[src/rtl/stepdown_pkg.sv]
// Shared types and constants for the step-down converter core-state sequencer.
package stepdown_pkg;

    localparam int SS_RAMP_W = 8;
    localparam int DT_W      = 4;

    typedef enum logic [1:0] {
        ST_OFF       = 2'd0,
        ST_SOFTSTART = 2'd1,
        ST_RUN       = 2'd2,
        ST_FAULT     = 2'd3
    } state_e;

    function automatic logic is_active(state_e s);
        return (s == ST_SOFTSTART) || (s == ST_RUN);
    endfunction

endpackage

[src/rtl/stepdown_deadtime.sv]
// Break-before-make gate driver: both gates low for DT_CYCLES after any gp edge.
module stepdown_deadtime
    import stepdown_pkg::*;
#(
    parameter int DT_CYCLES = 4
) (
    input  logic clk,
    input  logic rst_n,
    input  logic gp,
    input  logic force_off,
    output logic hs_on,
    output logic ls_on
);

    logic            gp_prev_q, gp_prev_d;
    logic [DT_W-1:0] cnt_q, cnt_d;
    logic            hs_q, hs_d;
    logic            ls_q, ls_d;

    // force_off only masks the gates; the dead-time count keeps running
    always_comb begin
        gp_prev_d = gp;
        cnt_d     = cnt_q;
        hs_d      = 1'b0;
        ls_d      = 1'b0;
        if (gp != gp_prev_q) begin
            cnt_d = DT_W'(DT_CYCLES - 1);
        end else if (cnt_q != '0) begin
            cnt_d = cnt_q - 1'b1;
        end else if (!force_off) begin
            hs_d = gp;
            ls_d = !gp;
        end
    end

    always_ff @(posedge clk or negedge rst_n) begin
        if (!rst_n) begin
            gp_prev_q <= 1'b0;
            cnt_q     <= '0;
            hs_q      <= 1'b0;
            ls_q      <= 1'b0;
        end else begin
            gp_prev_q <= gp_prev_d;
            cnt_q     <= cnt_d;
            hs_q      <= hs_d;
            ls_q      <= ls_d;
        end
    end

    assign hs_on = hs_q;
    assign ls_on = ls_q;

endmodule

[src/rtl/stepdown_corestate_seq.sv]
// Step-down converter state sequencer: OFF/SOFTSTART/RUN/FAULT with gate dead-time.
// Define STEPDOWN_AUTORETRY_EN to leave FAULT automatically after RETRY_CYCLES.
module stepdown_corestate_seq
    import stepdown_pkg::*;
#(
    parameter int SS_CYCLES    = 1024,
    parameter int DT_CYCLES    = 4,
    parameter int RETRY_CYCLES = 4096
) (
    input  logic                 CELCLK,
    input  logic                 CELRSTB,
    input  logic                 CELV,
    input  logic                 CELG,
    input  logic                 SUB,
    input  logic                 en,
    input  logic                 pgood_in,
    input  logic                 ocp,
    input  logic                 pwm,
    output logic                 hs_on,
    output logic                 ls_on,
    output logic [1:0]           o_state,
    output logic [SS_RAMP_W-1:0] ss_ramp,
    output logic                 fault
);

    localparam int SS_W = $clog2(SS_CYCLES);

    state_e               state_q, state_d;
    logic [SS_W-1:0]      ss_cnt_q, ss_cnt_d;
    logic [SS_RAMP_W-1:0] ss_ramp_q, ss_ramp_d;
    logic                 fault_q, fault_d;
    logic                 gp;
    logic                 force_off;
    logic                 unused_pins;

`ifdef STEPDOWN_AUTORETRY_EN
    localparam int RT_W = $clog2(RETRY_CYCLES + 1);
    logic [RT_W-1:0] retry_q, retry_d;
`else
    localparam int unused_retry = RETRY_CYCLES;
`endif

    assign unused_pins = CELV ^ CELG ^ SUB;

    always_comb begin
        state_d  = state_q;
        ss_cnt_d = '0;
`ifdef STEPDOWN_AUTORETRY_EN
        retry_d  = '0;
`endif
        unique case (state_q)
            ST_OFF: begin
                if (en && pgood_in) state_d = ST_SOFTSTART;
            end
            ST_SOFTSTART, ST_RUN: begin
                if (ocp) begin
                    state_d = ST_FAULT;
                end else if (!en || !pgood_in) begin
                    state_d = ST_OFF;
                end else if (state_q == ST_SOFTSTART) begin
                    ss_cnt_d = ss_cnt_q + 1'b1;
                    if (ss_cnt_q == SS_W'(SS_CYCLES - 1)) state_d = ST_RUN;
                end
            end
            ST_FAULT: begin
`ifdef STEPDOWN_AUTORETRY_EN
                if (!en) begin
                    state_d = ST_OFF;
                end else if (retry_q == RT_W'(RETRY_CYCLES - 1)) begin
                    state_d = pgood_in ? ST_SOFTSTART : ST_OFF;
                end else begin
                    retry_d = retry_q + 1'b1;
                end
`else
                if (!en) state_d = ST_OFF;
`endif
            end
            default: state_d = ST_OFF;
        endcase
    end

    // Registered outputs track the state being entered this edge
    always_comb begin
        ss_ramp_d = '0;
        if (state_d == ST_SOFTSTART) ss_ramp_d = ss_cnt_d[SS_W-1 -: SS_RAMP_W];
        else if (state_d == ST_RUN)  ss_ramp_d = '1;
        fault_d = (state_d == ST_FAULT);
    end

    always_ff @(posedge CELCLK or negedge CELRSTB) begin
        if (!CELRSTB) begin
            state_q   <= ST_OFF;
            ss_cnt_q  <= '0;
            ss_ramp_q <= '0;
            fault_q   <= 1'b0;
        end else begin
            state_q   <= state_d;
            ss_cnt_q  <= ss_cnt_d;
            ss_ramp_q <= ss_ramp_d;
            fault_q   <= fault_d;
        end
    end

`ifdef STEPDOWN_AUTORETRY_EN
    always_ff @(posedge CELCLK or negedge CELRSTB) begin
        if (!CELRSTB) retry_q <= '0;
        else          retry_q <= retry_d;
    end
`endif

    // Gates drop on the same edge the sequencer leaves SOFTSTART/RUN
    assign gp        = pwm && is_active(state_q);
    assign force_off = !is_active(state_d);

    stepdown_deadtime #(
        .DT_CYCLES(DT_CYCLES)
    ) u_deadtime (
        .clk      (CELCLK),
        .rst_n    (CELRSTB),
        .gp       (gp),
        .force_off(force_off),
        .hs_on    (hs_on),
        .ls_on    (ls_on)
    );

    assign o_state = state_q;
    assign ss_ramp = ss_ramp_q;
    assign fault   = fault_q;

endmodule

[config.mk]
export PLATFORM = sky130hd
export DESIGN_NAME = stepdown_corestate_seq
export DESIGN_NICKNAME = d
export VERILOG_FILES = /design/src/rtl/stepdown_pkg.sv /design/src/rtl/stepdown_deadtime.sv /design/src/rtl/stepdown_corestate_seq.sv
export SDC_FILE = /design/constraint.sdc
export NUM_CORES = 1
export LEC_CHECK = 0
export ABC_AREA = 1
export CAP_MARGIN = 20
export CORE_ASPECT_RATIO = 0.8
export CORE_MARGIN = 3
export CORE_UTILIZATION = 35
export CTS_CLUSTER_SIZE = 28
export DETAILED_ROUTE_END_ITERATION = 8
export GPL_ROUTABILITY_DRIVEN = 0
export PLACE_DENSITY = 0.57
export SETUP_SLACK_MARGIN = 0.2
export SYNTH_ARGS = -nofsm -noshare
export SYNTH_HDL_FRONTEND = slang
export SYNTH_SLANG_ARGS = --single-unit
[constraint.sdc]
create_clock -name CELCLK -period 6.1 [get_ports CELCLK]
set_input_delay 1.22 -clock CELCLK [delete_from_list [all_inputs] [get_ports CELCLK]]
set_output_delay 1.22 -clock CELCLK [all_outputs]
set_load 0.01 [all_outputs]
==> results.tsv <==
stage	metric	value	unit
pwr	Sw Ratio	36.8	%
run_status	run status	completed	
setup_path	Required @ worst endpoint	6.25	ns
timing	Slew Limit Fails	0	
floorplanning	Die ar.	0.00480	mm2
global_route	number of global-route vias before repair	1025	
pwr	NetSw	0.000231	W
timing	final setup fails	0	
cells_and_area	most frequent cells in the layout	nand2_1 (37), dfrtp_1 (28), inv_1 (24)	
setup_path	top cell family by delay on the critical path	buffers and inverters	
placed_design	Port Buffer Count	18	
global_route	M1 GR Usage	15.3	%
placed_design	Post-DP HPWL	1.86	mm
detailed_routing	DR WL/cell	10.9	um
clock_tree	clk buf depth	2	
detailed_routing	Initial DRC Count	66	
detailed_routing	DR pass1 iterations	5	
clock_tree	CTS root buf	clkbuf_8	
clock_tree	Clk Latency, worst-skew pair	0.27	ns
cells_and_area	Final #Nets	192	
setup_path	crit-path most repeated cell	nand2_1	
clock_tree	H-tree Lvls	1	
yosys	Ys Warns	0	
setup_path	Max FO, Critical Path	8	
timing	Least-Margin Pin Slew	0.356	ns
detailed_routing	Routed Antenna Nets	0	
setup_path	element type at the critical path start	primary input	
global_route	total gr overflow	0	
clock_tree	CTS Buf Count	3	
timing	Hold Fails Final Rpt	0	
global_route	gr usage total	11.5	%
yosys	synth unique cells	27	
cells_and_area	area grow syn2layout	21.0	%
timing	max_slew headroom	76.2	%
floorplanning	Rows	19	
setup_path	CP Class	primary input to flip-flop	
yosys	Syn Std Cell Area	0.00140	mm2
yosys	average cell area after synthesis	9.33	um2
timing	clock skew	0.00977	ns
setup_path	Worst Path Buf+Inv	2	
timing	Hold WS	0.484	ns
cells_and_area	final core utilization	46.6	%
cells_and_area	Layout Cells excl Fill	224	
global_route	GR Util met3	4.18	%
yosys	synth top area cells	dfrtp_1 (50%), nand2_1 (9.9%), ha_1 (8.0%), inv_1 (6.4%), nand3_1 (2.9%)	
timing	Final min period	3.07	ns
global_route	first-pass GRT wire length	4.51	mm
placed_design	pre-CTS setup slack	2.67	ns
timing	slack of the critical path	3.03	ns
yosys	flops & latches, synth	28	
yosys	Yosys top cell by area	dfrtp_1	
pwr	sequential power share	40.0	%
cells_and_area	most common cell after layout, fill and taps aside	nand2_1	
clock_tree	CTS tree	built	
global_route	largest net degree at the start of global routing	29	
floorplanning	core area	0.00364	mm2
detailed_routing	final WL	2.44	mm
timing	unrepaired setup endpoints after global routing	false	
pwr	Logic pwr share	44.7	%
yosys	Seq/Total Area, Yosys	50.0	%
clock_tree	Post-CTS Resized	0	
pwr	VDD IR max	0.221	mV
yosys	post-synth top area share	50.0	%
timing	Final Cycle Share	50.3	%
worst_hold_path	HP Class	flip-flop to flip-flop	
cells_and_area	layout cells sized above 1	11.6	%
floorplanning	Starting Density	38.5	%
cells_and_area	# diodes	0	
clock_tree	Setup Fix Bufs, Post-CTS	0	
detailed_routing	via count	966	
run	Max-Cap Viols	0	
setup_path	Max stage delay cell, worst path	clkdlybuf4s50_1	
clock_tree	Post-CTS Hold Fix Bufs	0	
clock_tree	Clock Sinks	28	
setup_path	CP peak stage delay	0.54	ns
setup_path	CP Capture Type	flip-flop	
floorplanning	I/O pin count	22	
timing	Setup TNS	0	ns
detailed_routing	Via density	4.31	
timing	fmax	326	MHz
yosys	cell count after synthesis	150	
pwr	Power Dens Cells	371	mW/mm2
pwr	Internal Power	0.000398	W
setup_path	critical path arrival	3.21	ns
pwr	Clk network pwr share	15.4	%
yosys	syn nets	168	
global_route	initial antenna violation count	0	
global_route	GR met2 Demand/Resource	17.9	%
global_route	GRT Max-Usage Layer	met2	
setup_path	worst path cell trace	clkdlybuf4s50_1 -> nand2_2 -> nor2_1 -> nand2_1 -> a21oi_1 -> ha_1 -> inv_1 -> nand2_1 -> o21ai_0	
floorplanning	die height	62.6	um
pwr	P_leak	0.845	nW
placed_design	placed cell count	221	
clock_tree	Reg clk slew, reported paths	0.09	ns
floorplanning	Die X	76.7	um
detailed_routing	# DRC	0	
## synthesized netlist by cell type
library cell and number:
nand2_1 37, dfrtp_1 28, inv_1 24, ha_1 9
nand3_1 8, nor2_1 7, a21oi_1 6, nor3_1 4
nor2_4 3, nand2_2 2, nand3_2 2, nand4_1 2
nor3b_2 2, o21ai_0 2, o21ai_1 2, a21oi_2 1
and3_2 1, inv_4 1, nor2_8 1, o211ai_1 1
o21a_2 1, o21ba_4 1, o21bai_1 1, o21bai_2 1
or2_1 1, xnor2_1 1, xor2_1 1
## power by group through the flow
stage / Combinational (W) / Clock (W) / Sequential, W
3_3_place_gp: 0.000282 / 0 / 0.000253
5_1_grt: 0.000326 / 0.000110 / 0.000257
2_1_floorplan: 0.000154 / 0 / 0.000270
4_1_cts: 0.000288 / 0.000103 / 0.000252
3_5_place_dp: 0.000287 / 0 / 0.000255
6_report: 0.000281 / 0.0000965 / 0.000251
## worst reg2reg max path, cell delays in order (launching register included)
cell and delay, ns:
dfrtp_1 0.39, inv_1 0.10, ha_1 0.37, inv_1 0.07, nor2_1 0.14, nand2_1 0.08
a21oi_1 0.29, ha_1 0.33, inv_1 0.13, nand2_1 0.24, o21ai_0 0.13
## per-layer routing
metal | up-vias | routed length (um)
met5 | - | 0
met2 | 17 | 1130
met1 | 434 | 1190
met4 | 0 | 0
met3 | 0 | 120
li1 | 515 | -
## stage by stage
step / power [W] / area [um2]
floorplan: 0.000425 / 1400
global placement: 0.000535 / 1650
detailed placement: 0.000543 / 1650
CTS: 0.000643 / 1690
global route: 0.000694 / 1690
finish: 0.000629 / 1690
## state kept, by name, indices dropped and copies added (netlist names)
signal,flops
u_deadtime.gp_prev_q,1
u_deadtime.cnt_q,4
o_state,2
u_deadtime.ls_on,1
ss_ramp,8
fault,1
u_deadtime.hs_on,1
ss_cnt_q,10
## cell families after synthesis
family	Yosys count	share of synthesized area (%)
flops	28	50.0
buf+inv	25	6.88
xor+xnor	2	1.25
fa+ha+maj	9	8.04
compound gates	16	7.87
simple gates	70	25.9
## path summary, 6_finish.rpt
path	slack, ns	start	cells past startpoint	end
min in group asynchronous	1.32	CELRSTB	2	ss_ramp[7]
min	0.48	ss_cnt_q[0]	1	ss_cnt_q[0]
min reg2reg	0.48	ss_cnt_q[0]	1	ss_cnt_q[0]
max reg2reg	3.72	o_state[1]	10	ss_ramp[3]
max in group asynchronous	4.51	CELRSTB	2	ss_ramp[2]
max	3.03	en	9	ss_ramp[3]
## area by class of cell
class                           instances  area [um2]
Timing Repair Buffer                   19         188
Inverter                               25        96.3
Clock buffer                            3        41.3
Fill cell                             336        1940
Multi-Input combinational cell         97         603
Tap cell                               52        65.1
Sequential cell                        28         701
Power figures use the tool's default switching activity.
